## src/rtl/matrix_mult_check.sv

```systemverilog
// Loads two 5x5 8-bit matrices, streams C = A*B (mod 256) row-major; first result 6 cycles after the last load beat.
// Stalls indefinitely on out_ready low. Optional scaled-identity flag on the last element under MATMUL_IDENT_CHECK_EN.
module matrix_mult_check (
    input  logic       clk,
    input  logic       reset,
    input  logic       load_valid,
    input  logic [7:0] load_data,
    output logic       load_ready,
    output logic       out_valid,
    input  logic       out_ready,
    output logic [7:0] out_data,
    output logic       out_last,
    output logic       ident_ok
);

    typedef enum logic [1:0] {
        ST_LOAD = 2'd0,
        ST_MAC  = 2'd1,
        ST_EMIT = 2'd2
    } state_t;

    state_t     state_q, state_d;
    logic [5:0] beat_q, beat_d;
    logic [2:0] i_q, i_d, j_q, j_d, k_q, k_d;
    logic [7:0] acc_q, acc_d;
    logic [7:0] a_q [25];
    logic [7:0] a_d [25];
    logic [7:0] b_q [25];
    logic [7:0] b_d [25];
    logic       load_ready_q, load_ready_d;
    logic       out_valid_q, out_valid_d;
    logic [7:0] out_data_q, out_data_d;
    logic       out_last_q, out_last_d;

    logic [4:0] a_idx, b_idx, ld_idx;
    logic [7:0] prod;
    logic       last_elem;

`ifdef MATMUL_IDENT_CHECK_EN
    logic       flag_q, flag_d, flag_now;
    logic [7:0] c0_q, c0_d;
    logic       ident_ok_q, ident_ok_d;
`endif

    assign a_idx     = {i_q, 2'b00} + {2'b00, i_q} + {2'b00, k_q};
    assign b_idx     = {k_q, 2'b00} + {2'b00, k_q} + {2'b00, j_q};
    assign prod      = a_q[a_idx] * b_q[b_idx];
    assign last_elem = (i_q == 3'd4) && (j_q == 3'd4);
    // Beats 25..49 land at B[beat-25]; subtracting in 5 bits wraps to exactly that.
    assign ld_idx    = beat_q[4:0] - 5'd25;

    always_comb begin
        state_d     = state_q;
        beat_d      = beat_q;
        i_d         = i_q;
        j_d         = j_q;
        k_d         = k_q;
        acc_d       = acc_q;
        a_d         = a_q;
        b_d         = b_q;
        out_valid_d = out_valid_q;
        out_data_d  = out_data_q;
        out_last_d  = out_last_q;
`ifdef MATMUL_IDENT_CHECK_EN
        flag_d      = flag_q;
        flag_now    = flag_q;
        c0_d        = c0_q;
        ident_ok_d  = ident_ok_q;
`endif
        case (state_q)
            ST_LOAD: begin
                if (load_valid && load_ready_q) begin
                    if (beat_q < 6'd25) a_d[beat_q[4:0]] = load_data;
                    else                b_d[ld_idx]      = load_data;
                    if (beat_q == 6'd49) begin
                        beat_d  = 6'd0;
                        state_d = ST_MAC;
                    end else begin
                        beat_d = beat_q + 6'd1;
                    end
                end
            end
            ST_MAC: begin
                acc_d = (k_q == 3'd0) ? prod : acc_q + prod;
                if (k_q == 3'd4) begin
                    k_d     = 3'd0;
                    state_d = ST_EMIT;
                end else begin
                    k_d = k_q + 3'd1;
                end
            end
            ST_EMIT: begin
                if (!out_valid_q) begin
                    // Register stage: present the finished accumulator.
                    out_valid_d = 1'b1;
                    out_data_d  = acc_q;
                    out_last_d  = last_elem;
`ifdef MATMUL_IDENT_CHECK_EN
                    if (i_q == 3'd0 && j_q == 3'd0) begin
                        c0_d     = acc_q;
                        flag_now = (acc_q != 8'd0);
                    end else if (i_q == j_q) begin
                        flag_now = flag_q && (acc_q != 8'd0) && (acc_q == c0_q);
                    end else begin
                        flag_now = flag_q && (acc_q == 8'd0);
                    end
                    flag_d     = flag_now;
                    ident_ok_d = last_elem && flag_now;
`endif
                end else if (out_ready) begin
                    out_valid_d = 1'b0;
                    out_data_d  = 8'd0;
                    out_last_d  = 1'b0;
`ifdef MATMUL_IDENT_CHECK_EN
                    ident_ok_d  = 1'b0;
`endif
                    if (last_elem) begin
                        state_d = ST_LOAD;
                        i_d     = 3'd0;
                        j_d     = 3'd0;
                        k_d     = 3'd0;
                        beat_d  = 6'd0;
                        acc_d   = 8'd0;
`ifdef MATMUL_IDENT_CHECK_EN
                        flag_d  = 1'b1;
`endif
                    end else begin
                        state_d = ST_MAC;
                        if (j_q == 3'd4) begin
                            j_d = 3'd0;
                            i_d = i_q + 3'd1;
                        end else begin
                            j_d = j_q + 3'd1;
                        end
                    end
                end
            end
            default: begin
                state_d     = ST_LOAD;
                beat_d      = 6'd0;
                i_d         = 3'd0;
                j_d         = 3'd0;
                k_d         = 3'd0;
                out_valid_d = 1'b0;
                out_data_d  = 8'd0;
                out_last_d  = 1'b0;
`ifdef MATMUL_IDENT_CHECK_EN
                flag_d      = 1'b1;
                ident_ok_d  = 1'b0;
`endif
            end
        endcase
        load_ready_d = (state_d == ST_LOAD);
    end

    always_ff @(posedge clk or negedge reset) begin
        if (!reset) begin
            state_q      <= ST_LOAD;
            beat_q       <= 6'd0;
            i_q          <= 3'd0;
            j_q          <= 3'd0;
            k_q          <= 3'd0;
            acc_q        <= 8'd0;
            for (int n = 0; n < 25; n++) begin
                a_q[n] <= 8'd0;
                b_q[n] <= 8'd0;
            end
            load_ready_q <= 1'b1;
            out_valid_q  <= 1'b0;
            out_data_q   <= 8'd0;
            out_last_q   <= 1'b0;
        end else begin
            state_q      <= state_d;
            beat_q       <= beat_d;
            i_q          <= i_d;
            j_q          <= j_d;
            k_q          <= k_d;
            acc_q        <= acc_d;
            a_q          <= a_d;
            b_q          <= b_d;
            load_ready_q <= load_ready_d;
            out_valid_q  <= out_valid_d;
            out_data_q   <= out_data_d;
            out_last_q   <= out_last_d;
        end
    end

`ifdef MATMUL_IDENT_CHECK_EN
    always_ff @(posedge clk or negedge reset) begin
        if (!reset) begin
            flag_q     <= 1'b1;
            c0_q       <= 8'd0;
            ident_ok_q <= 1'b0;
        end else begin
            flag_q     <= flag_d;
            c0_q       <= c0_d;
            ident_ok_q <= ident_ok_d;
        end
    end
    assign ident_ok = ident_ok_q;
`else
    assign ident_ok = 1'b0;
`endif

    assign load_ready = load_ready_q;
    assign out_valid  = out_valid_q;
    assign out_data   = out_data_q;
    assign out_last   = out_last_q;

endmodule

```

## config.mk

```make
export PLATFORM = sky130hd
export DESIGN_NAME = matrix_mult_check
export DESIGN_NICKNAME = d
export VERILOG_FILES = /design/src/rtl/matrix_mult_check.sv
export SDC_FILE = /design/constraint.sdc
export NUM_CORES = 1
export LEC_CHECK = 0
export ABC_AREA = 0
export CAP_MARGIN = 20
export CORE_MARGIN = 2
export CORE_UTILIZATION = 62
export CTS_BUF_LIST = sky130_fd_sc_hd__clkbuf_8
export CTS_CLUSTER_DIAMETER = 120
export CTS_CLUSTER_SIZE = 40
export DETAILED_ROUTE_END_ITERATION = 6
export MAX_ROUTING_LAYER = met4
export PLACE_DENSITY = 0.75
export SLEW_MARGIN = 20
export SYNTH_ARGS = -nofsm -noshare
export SYNTH_HDL_FRONTEND = slang
export SYNTH_SLANG_ARGS = --single-unit
```

## constraint.sdc

```tcl
create_clock -name clk -period 8.05 [get_ports clk]
set_clock_uncertainty 0.05 [all_clocks]
set_input_delay 2.0125 -clock clk [delete_from_list [all_inputs] [get_ports clk]]
set_output_delay 2.0125 -clock clk [all_outputs]
set_load 0.005 [all_outputs]
```

## Yosys cells after proc, flatten, opt, wreduce, memory -nomap -nowiden

Cells that the tools add are included.

- Register bits: 436
- Bits in latches: 0
- Memory bits (writable): 0
- Bits in read-only memories: 0
- Bits of input ports: 12
- Output and inout port bits: 12
- Word-level logic and storage cells: 169
- Memories kept: 0

- $add $sub $neg: 10
- $mul: 1
- Div/mod/pow operators: 0
- Magnitude comparators: 7
- Eq/ne operators: 12
- Shift-type cells: 0
- Multiplexer cells: 54
- Bitwise logic cells: 8
- Reductions and logical operators: 17

Operator list:

| cell | number |
|---|---|
| 200-bit bitwise mux | 2 |
| 8-bit two-way mux | 12 |
| 8-bit binary-select mux with 5-bit select | 2 |
| 8-bit demux with 5-bit select | 2 |
| 3-bit two-way mux | 12 |
| 8-bit case mux with 2 select lines | 2 |
| 6-bit two-way mux | 5 |
| 6-bit >= comparator, second input constant | 4 |
| 5-bit NOT with 6-bit output | 4 |
| 5-bit by 3-bit adder with 5-bit output | 4 |
| 6-bit case mux with 3 select lines | 1 |
| 6-bit by 1-bit < comparator with 1-bit output, second input constant | 2 |
| 3-bit case mux with 2 select lines | 2 |
| 4-bit AND reduction | 3 |
| 2-bit two-way mux | 5 |
| 3-bit by 1-bit adder with 3-bit output, second input constant | 3 |
| 3-bit == test, second input constant | 3 |
| 3-bit case mux with 3 select lines | 1 |
| 3-bit AND reduction | 3 |
| 8-bit adder | 1 |
| 8-bit by 8-bit multiplier with 8-bit output | 1 |
| 2-bit inequality test, second input constant | 4 |
| 6-bit by 1-bit adder with 6-bit output, second input constant | 1 |
| 6-bit == test, second input constant | 1 |
| 16 further kinds | 29 |

## Depth between registers and ports, before layout

Gate-level depths: netlist of run 1.

- Word-level depth: 10
- Depth in mapped cells: 29

## Worst setup path after synthesis of run 1

No wires, ideal clock.

- Path type: reg2reg
- Start: reg k_q[1]
- End: reg acc_q[7]
- Library setup time: 0.121 ns
- Arrival: 6.719 ns
- Required time: 7.879 ns
- Setup slack: 1.160 ns
- Cell stages (with the launch flop): 28
- Path buffers: 3
- Path through: dfrtp_1 > ha_1 > ha_1 > fa_1 > clkbuf_1 > buf_2 > buf_1 > mux2i_1 > nor2_1 > a21oi_1 > o21ai_0 > nand2b_1 > fa_1 > fa_1 > inv_1 > ha_1 > inv_1 > fa_1 > inv_1 > ha_1 > a21oi_1 > xnor2_1 > ha_1 > o41ai_1 > xnor2_1 > nand2_1 > xnor3_1 > a22o_1

- Word-level cells in the longest chain between the ends: 10
- Elaborated cells between the ends (all ways): 16
- Classes of those cells: add/sub: 4; mul: 1; mux: 8; bitwise: 2; reduce/logical: 1

Ends and longest elaborated chain:

| element | RTL line | RTL |
|---|---|---|
| start, declared | 24 | `logic [2:0] i_q, i_d, j_q, j_d, k_q, k_d;` |
| start signal, assigned | 177 | `k_q <= k_d;` |
| 5-bit by 3-bit adder with 5-bit output (2 in a row) | 46 | `assign b_idx = {k_q, 2'b00} + {2'b00, k_q} + {2'b00, j_q};` |
| 5-bit NOT with 6-bit output (implied by the code) | 47 | `assign prod = a_q[a_idx] * b_q[b_idx];` |
| 8-bit binary-select mux with 5-bit select | 47 |  |
| 8-bit two-way mux (implied by the code) (2 in a row) | 47 |  |
| 8-bit by 8-bit multiplier with 8-bit output | 47 |  |
| 8-bit adder | 84 | `acc_d = (k_q == 3'd0) ? prod : acc_q + prod;` |
| 8-bit two-way mux (*) | 84 |  |
| 8-bit case mux with 2 select lines (*) | 70 | `case (state_q)` |
| end signal, assigned | 163 | `acc_q <= 8'd0;` |
| end signal, assigned | 178 | `acc_q <= acc_d;` |
| end, declared | 25 | `logic [7:0] acc_q, acc_d;` |

Mark *: on every way between the ends. The rest lies on a longest branch, timed or not. The select of a mux whose other input is x is not followed.
A chain may end at the register's enable or synchronous reset.

## Worst setup path in the final report of run 1

- Start: reg k_q[0]
- End: reg acc_q[7]

The elaborated chain is that of the path after synthesis.

==> summary.md, run 1 <==
Of the synthesized area, sequential elements account for 49.8%. The tools report the total area of multi-input combinational cells as 0.0105 mm². The dominant synthesized flop cell is sky130_fd_sc_hd__dfrtp_1.

For the peak supply drop, the log shows 278 µV. The count of nets left with antenna violations once routing finished came out at 0. Buffers inserted during clock tree synthesis total 15.

The area of the placeable core is 0.0347 mm². The number of antenna violations at the first check in global routing is 1. In this run the core area contains 68 standard-cell rows. The first detailed-routing pass ran for 5 iterations. The horizontal die dimension was 192 µm. Counting cells, the worst reg-to-reg path comes to 23.

Endpoint required time on the critical path: 8.53 ns. The number of setup violations in the final report was 0; the quantity of I/O buffers inserted on ports was 22. The post-route core utilization is 65.4%, and the H-tree depth is 1. The final layout contains 1608 nets. sky130_fd_sc_hd__dfrtp_1 is the most common cell in the netlist.

For the number of ports placed on the die boundary, the log shows 24. Ranked by total cell area, the synthesized netlist is headed by sky130_fd_sc_hd__dfrtp_1, sky130_fd_sc_hd__mux2_2, sky130_fd_sc_hd__mux4_2. The run gives 0 as the number of post-CTS setup repair buffers. For the count of max-cap constraint violations, the log shows 0.

Counting every instance in the synthesized netlist gives 1565. The logs give 74 for the count of unique library cells instantiated by Yosys and 2538 for the fill cell instance count of the final layout. Setup repair after global routing left no endpoint under its margin.

Clock latency on the worst-skew pair, taken at its later pin, is 0.64 ns. In the routed layout, each cell is associated on average with a via count of 6.43. The worst hold margin was 0.468 ns. The detailed router finished its first iteration with 1003 violations. Setup slack on the worst reg-to-reg path comes out at 0.47 ns. The flow ran to the end, and the final reports show no timing, DRC or antenna violations. The count of unresolved DRC violations after routing was 0; the number of enable-type register cells in the synthesized netlist was 0. Following the worst setup path forward leads to its endpoint at acc_q[7]$_DFFE_PN0P_. The finished layout holds 1993 standard cells, fillers aside. The first global-routing pass estimated 76.3 mm of wire.

The area of the die is 0.0369 mm², and the final critical-path share of the clock period is 94.2%. Cells with a size suffix above 1 make up 36.5% of the layout. The starting utilization of the core area is 63.2%.

The clock tree buffer depth was 3; the number of global-route vias before repair was 13301. In the final layout, flip-flops and latches occupy 0.0109 mm². Of all flip-flops after synthesis, the portion carrying an async set or reset was 100%. The chip height was 192 µm; the upper clock frequency limit was 132 MHz. In this run the critical register-to-register path is captured at acc_q[7]$_DFFE_PN0P_. The final routed wire length divided by cell count came out at 23.7 µm.

The min-delay analysis places its worst path in the category flop to flop. TritonCTS built the clock tree. Relative to the synthesized area, the layout overhead comes to 3.57%. The tools report the worst relative slew slack as 26.3%. The total overflow left after global routing is 0. STA classifies the critical path endpoint as a flop. The static leakage came out at 10.5 nW.

The most critical setup path has its startpoint at k_q[0]$_DFFE_PN0P_. Total number of clock tree sinks: 436. The largest total area in the synthesized netlist belongs to sky130_fd_sc_hd__dfrtp_1. After synthesis, the largest area contributor takes up 49.6% of total cell area. In this run the power density over the cells is 348 mW/mm².

After synthesis the netlist holds a flip-flop and latch count of 436. The minimum clock period was 7.58 ns. The netlist area before placement is 0.0219 mm², and the detailed-route via count is 12813. During synthesis, Yosys emitted a total of 0 warnings. The worst register-to-register path begins at k_q[0]$_DFFE_PN0P_. The largest net degree at the start of global routing is 175, and the cts-stage hold buffer count is 0.

Kind of critical path: flop to flop. The logs give 47.3 mm for the final routed wirelength across all metal layers and 0.926 for the weighted congestion at the end of routability-driven global placement. Gates resized during post-CTS repair numbered 0.

At the worst endpoint, the arrival time is 8.06 ns. The instance count after placement with tap cells included came out at 1971. By count the netlist is led by sky130_fd_sc_hd__dfrtp_1, sky130_fd_sc_hd__mux2_2, sky130_fd_sc_hd__nand2_1. The run gives 0.0227 mm² as the final cell area excluding filler cells. The tree is rooted in a sky130_fd_sc_hd__clkbuf_8. At the pin with the least slew margin, the transition time is 1.11 ns.

The final max-slew violation count is 0, and the total negative slack for setup checks is 0 ns. Total cell area at the placement stage: 0.0224 mm². Dividing the synthesized area by the synthesized cell count gives 14.0 µm².

The HPWL after detailed placement is 31.1 mm. Along the worst path, the maximum fanout reaches 18. For the final number of hold-violating endpoints, the log shows 0.

After clock tree synthesis, the clock-pin slew on the worst setup and hold paths is 0.22 ns. The run gives 1640 as the net count after synthesis. In the global route stage, overall resource usage came out at 27.9%. The tools report the startpoint type of the worst setup path as a flop.
[per-stage QoR]
step | setup WS, ns | total power, W
3_5_place_dp | 0.513 | 0.00709
4_1_cts | 0.432 | 0.00793
5_1_grt | 0.0192 | 0.00846
2_1_floorplan | 1.16 | 0.00621
3_3_place_gp | 0.606 | 0.00694
6_report | 0.470 | 0.00789
[placed cells by master, fill, tap and decap left out, types with 11 or more instances in the layout]
master                            Yosys  layout
sky130_fd_sc_hd__nand2_1             93      93
sky130_fd_sc_hd__a21oi_1             19      19
sky130_fd_sc_hd__clkbuf_8             0      15
sky130_fd_sc_hd__mux2_2             409     409
sky130_fd_sc_hd__a22o_1              12      12
sky130_fd_sc_hd__fa_1                17      17
sky130_fd_sc_hd__o21ai_0             32      32
sky130_fd_sc_hd__buf_4               10      13
sky130_fd_sc_hd__nand3_1             17      17
sky130_fd_sc_hd__mux4_2              84      84
sky130_fd_sc_hd__mux2i_1             34      34
sky130_fd_sc_hd__mux4_1              14      14
sky130_fd_sc_hd__ha_1                46      42
sky130_fd_sc_hd__nor2_1              78      78
sky130_fd_sc_hd__xnor2_1             17      17
sky130_fd_sc_hd__dfrtp_1            435     435
sky130_fd_sc_hd__inv_1               38      42
sky130_fd_sc_hd__clkdlybuf4s50_1      0      13
sky130_fd_sc_hd__nand2b_1            11      11
[power by group]
group,total [W],switching (W),internal (W)
registers,0.00332,0.000408,0.00291
clock network,0.000843,0.000654,0.000188
logic,0.00373,0.00177,0.00196
[sequential cells by signal (all words and copies together), names as in the netlist]
signal	flops
state_q	2
out_data	8
k_q	3
load_ready	1
out_last	1
b_q	200
beat_q	6
a_q	200
j_q	3
acc_q	8
i_q	3
out_valid	1
[kinds of logic after synthesis]
logic type	synth area share, %
DFF	49.8
and+or+nand+nor	5.19
AOI/OAI and AO/OA	3.85
adders and majority gates	4.18
xor gates and xnor gates	1.20
other	0.0171
muxes	33.0
buffers and inverters	2.75
[worst max-delay path, cell delays in order (launching register included)]
cell	delay, ns
sky130_fd_sc_hd__dfrtp_1	0.61
sky130_fd_sc_hd__fa_1	0.51
sky130_fd_sc_hd__fa_1	0.46
sky130_fd_sc_hd__xor2_2	0.89
sky130_fd_sc_hd__and2_1	0.35
sky130_fd_sc_hd__a21oi_1	0.09
sky130_fd_sc_hd__o21ai_0	0.40
sky130_fd_sc_hd__nand2b_1	0.15
sky130_fd_sc_hd__fa_1	0.47
sky130_fd_sc_hd__fa_1	0.54
sky130_fd_sc_hd__inv_1	0.04
sky130_fd_sc_hd__ha_1	0.26
sky130_fd_sc_hd__inv_1	0.05
sky130_fd_sc_hd__fa_1	0.53
sky130_fd_sc_hd__inv_1	0.04
sky130_fd_sc_hd__ha_1	0.33
sky130_fd_sc_hd__a21oi_1	0.17
sky130_fd_sc_hd__xnor2_1	0.10
sky130_fd_sc_hd__ha_1	0.22
sky130_fd_sc_hd__o41ai_1	0.43
sky130_fd_sc_hd__xnor2_1	0.16
sky130_fd_sc_hd__nand2_1	0.07
sky130_fd_sc_hd__xnor3_1	0.38
sky130_fd_sc_hd__a22o_1	0.18
[metal layers]
layer,routed length (µm),track usage (%),vias to the layer above
met5,0,-,-
met4,663,4.99,0
met3,2460,4.02,51
met2,22500,42.9,312
met1,21700,40.7,6825
li1,-,-,5625
[cell type report]
class | count | area share [%]
Multi-Input combinational cell | 1003 | 46.0
Antenna cell | 1 | 0.0110
Clock buffer | 15 | 0.909
Tap cell | 455 | 2.51
Sequential cell | 436 | 48.1
Clock inverter | 6 | 0.270
Inverter | 38 | 0.628
Timing Repair Buffer | 39 | 1.60
[how the worst min path moves through the flow]
stage               slack [ns]            startpoint  cells after the start                   end
floorplan                 0.42  a_q[121]$_DFFE_PN0P_                      1  a_q[121]$_DFFE_PN0P_
global route              0.49  a_q[155]$_DFFE_PN0P_                      1  a_q[155]$_DFFE_PN0P_
detailed placement        0.44  a_q[164]$_DFFE_PN0P_                      1  a_q[164]$_DFFE_PN0P_
global placement          0.43  a_q[188]$_DFFE_PN0P_                      1  a_q[188]$_DFFE_PN0P_
finish                    0.47  a_q[147]$_DFFE_PN0P_                      1  a_q[147]$_DFFE_PN0P_
CTS                       0.47  a_q[147]$_DFFE_PN0P_                      1  a_q[147]$_DFFE_PN0P_
Power figures use the tool's default switching activity.
==> run 2: changes to the inputs <==
--- a/config.mk
+++ b/config.mk
@@ -14,7 +14,7 @@
 export CTS_CLUSTER_SIZE = 40
 export DETAILED_ROUTE_END_ITERATION = 6
 export MAX_ROUTING_LAYER = met4
-export PLACE_DENSITY = 0.75
+export PLACE_DENSITY = 0.79
 export SLEW_MARGIN = 20
 export SYNTH_ARGS = -nofsm -noshare
 export SYNTH_HDL_FRONTEND = slang
==> run 2 against run 1 <==
  * Cell count is 0.10% lower
  * Clock-buffer cell count unchanged
  * Non-clock buffer count unchanged
  * Power barely moved
  * Via count is 0.72% higher
  * Sequential share of layout area hardly changed
  * Worst setup slack improved by 0.12 ns
  * First-iteration DRC count fell by 14%
  * Critical path depth stayed put
  * Highest routed layer unchanged
==> summary.md, run 2 (synthesis gave the netlist of run 1 again) <==
The peak supply drop was 248 µV (-11%). The largest registers in the layout are a_q (200), b_q (200). The largest driver fanout on the critical path is 10 (-8), and the fill cell instance count of the final layout is 2521 (-0.67%). The layout overhead on the synthesized area was 3.49% (about the same). For the static leakage, the log shows 10.5 nW (about the same). The worst setup path is launched from a flop. The kind of end point of the critical path was a flop. TritonCTS built the clock tree. For the sequential standard cell area, the log shows 0.0109 mm² (unchanged). The site row count came out at 68 (unchanged).

The minimum clock period came out at 7.46 ns (-0.120 ns). For the number of global-route vias before repair, the log shows 13454 (+1.2%). The run gives 0 (unchanged) as the cts-stage hold buffer count. The final max-slew violation count was 0 (unchanged); the post-route core utilization was 65.4% (about the same). The worst hold margin is 0.478 ns (+0.0100 ns). The chip height is 192 µm (unchanged).

The worst setup path is of the flop to flop kind. Met2 usage in global routing: 43.0% (+0.11 points). The number of clock buffers inserted by TritonCTS is 14 (-1), and the area of the placeable core is 0.0347 mm² (unchanged).

The worst relative slew slack was 28.3% (+2.0 points). The met1 usage came out at 39.1% (-1.6 points). Met3 usage in global routing: 3.03% (-0.99 points). The detailed-route via count was 12905 (+0.72%). The run gives 858 (-14%) as the starting DRC count in detailed routing. The clock-pin transition on the worst setup and hold timing paths was 0.21 ns (about the same).

For the count of max-cap constraint violations, the log shows 0 (unchanged). Leaving out fill and tap cells, the most frequent cell in the layout is sky130_fd_sc_hd__dfrtp_1. Final non-filler cell total: 1991 (-0.10%).

The run gives 47.2 mm (-0.25%) as the final routed wirelength across all metal layers. The final-stage net count was 1607 (-0.062%). The run gives 0 (-1) as the number of antenna violations at the first check in global routing. In the layout the commonest cells are sky130_fd_sc_hd__dfrtp_1, sky130_fd_sc_hd__mux2_2, sky130_fd_sc_hd__nand2_1. The data arrival at the endpoint of the critical path is 7.93 ns (-0.13 ns).

The clock tree buffer depth was 3 (unchanged); the power density normalized to cell area was 348 mW/mm² (about the same). The number of routed nets with antenna violations was 0 (unchanged); the horizontal die dimension was 192 µm (unchanged). The upper clock frequency limit was 134 MHz (+1.6%); the starting utilization of the core area was 63.2% (unchanged). The instance count after placement with tap cells included is 1970 (-0.051%), and the total cell area at the placement stage is 0.0224 mm² (about the same). The aggregate global routing overflow is 0 (unchanged), and the final cell area excluding filler cells is 0.0227 mm² (about the same).

For the post-cts repair resize count, the log shows 0 (unchanged). For the half-perimeter wire length after placement, the log shows 31.1 mm (about the same). The clock insertion delay at the later pin of the skew report was 0.62 ns (-0.02 ns). The count of unresolved DRC violations after routing is 0 (unchanged). met2 is the most crowded layer. The tools report the endpoint required time on the critical path as 8.52 ns (about the same). In this run the clock root is driven by a sky130_fd_sc_hd__clkbuf_8. The number of antenna cells inserted is 0 (-1). The flow ran to the end, and the final reports show no timing, DRC or antenna violations.

The length of the first detailed-routing pass in iterations is 5 (unchanged), and the total number of clock tree sinks is 436 (unchanged). Final number of hold-violating endpoints: 0 (unchanged). The number of post-CTS setup repair buffers came out at 0 (unchanged). The final routed wire length divided by cell count is 23.7 µm (-0.15%).

The overall fraction of global-route tracks in use came out at 27.5% (-0.43 points). The ratio of routed vias to standard cells is 6.48 (+0.82%), and the worst-margin pin slew is 1.08 ns (-0.0295 ns). The worst hold-check path type is flop to flop.

Quantity of I/O buffers inserted on ports: 22 (unchanged). Setup repair after global routing left no endpoint under its margin. For the number of ports placed on the die boundary, the log shows 24 (unchanged). The run gives 0 (unchanged) as the number of setup violations in the final report.

Instance count along the most critical hold path: 1 (unchanged). Wire length of the first global-routing pass: 75.5 mm (-1.1%). The tools report the H-tree depth as 1 (unchanged). The run gives 0.0369 mm² (unchanged) as the area of the die. Total area of multi-input combinational cells: 0.0104 mm² (about the same). The final critical-path share of the clock period was 92.7% (-1.5 points).

The total negative slack for setup checks is 0 ns (unchanged), and the largest net degree at the start of global routing is 168 (-4.0%). The logic depth of the worst register-to-register path is 23 (unchanged). Share of post-route cells with drive strength above 1: 36.4% (-0.11 points). The weighted congestion at the end of routability-driven global placement came out at 0.880 (-5.0%).
## run 2: cell types whose count changed in the layout (fill, tap and decap cells not counted), sizes merged
cell / before / now
clkinv: 1 / 0
diode: 1 / 0
inv: 43 / 42
bufinv: 0 / 1
## run 2: routing by layer
layer / vias up / wire length, µm
li1: 5626 / -
met1: 6861 / 21200
met2: 337 / 22600
met3: 81 / 2280
met4: 0 / 1120
met5: - / 0
## run 2: path summary, 6_finish.rpt
| path | start | to | slack (ns) |
|---|---|---|---|
| max in group asynchronous | reset | b_q[192]$_DFFE_PN0P_ | 5.59 |
| worst max register to register | k_q[0]$_DFFE_PN0P_ | acc_q[7]$_DFFE_PN0P_ | 0.59 |
| worst min register to register | a_q[126]$_DFFE_PN0P_ | a_q[126]$_DFFE_PN0P_ | 0.48 |
| worst max-delay path | k_q[0]$_DFFE_PN0P_ | acc_q[7]$_DFFE_PN0P_ | 0.59 |
| min in group asynchronous | reset | a_q[55]$_DFFE_PN0P_ | 1.16 |
| worst min-delay path | a_q[126]$_DFFE_PN0P_ | a_q[126]$_DFFE_PN0P_ | 0.48 |
## run 2: through the flow
stage               power [W]  setup slack [ns]
finish                0.00789             0.590
global route          0.00843             0.156
CTS                   0.00792             0.660
detailed placement    0.00712             0.719
global placement      0.00693             0.903
floorplan             0.00621              1.16
## run 2: critical path: stages (launching register included)
cell,delay [ns]
sky130_fd_sc_hd__dfrtp_1,0.59
sky130_fd_sc_hd__fa_1,0.52
sky130_fd_sc_hd__fa_1,0.71
sky130_fd_sc_hd__nor3_1,0.42
sky130_fd_sc_hd__a21oi_1,0.12
sky130_fd_sc_hd__a2111oi_0,0.39
sky130_fd_sc_hd__a21oi_1,0.21
sky130_fd_sc_hd__or2_2,0.35
sky130_fd_sc_hd__fa_1,0.40
sky130_fd_sc_hd__fa_1,0.55
sky130_fd_sc_hd__inv_1,0.04
sky130_fd_sc_hd__ha_1,0.27
sky130_fd_sc_hd__inv_1,0.05
sky130_fd_sc_hd__fa_1,0.53
sky130_fd_sc_hd__inv_1,0.04
sky130_fd_sc_hd__ha_1,0.33
sky130_fd_sc_hd__a21oi_1,0.17
sky130_fd_sc_hd__xnor2_1,0.11
sky130_fd_sc_hd__ha_1,0.22
sky130_fd_sc_hd__o41ai_1,0.48
sky130_fd_sc_hd__xnor2_1,0.17
sky130_fd_sc_hd__nand2_1,0.07
sky130_fd_sc_hd__xnor3_1,0.40
sky130_fd_sc_hd__a22o_1,0.19
## run 2: cell type report
class                      instances  area share (%)
sequential                       436            48.1
multi-input combinational       1003            46.0
tap                              455            2.51
timing repair buffer              39            1.63
clock buffer                      15           0.910
inverter                          38           0.629
clock inverter                     5           0.199
## run 2: power by group
| part | total [W] | internal (W) | switching, W |
|---|---|---|---|
| Clock | 0.000823 | 0.000206 | 0.000617 |
| Sequential | 0.00333 | 0.00291 | 0.000420 |
| Combinational | 0.00374 | 0.00195 | 0.00178 |
| Total | 0.00789 | 0.00507 | 0.00282 |
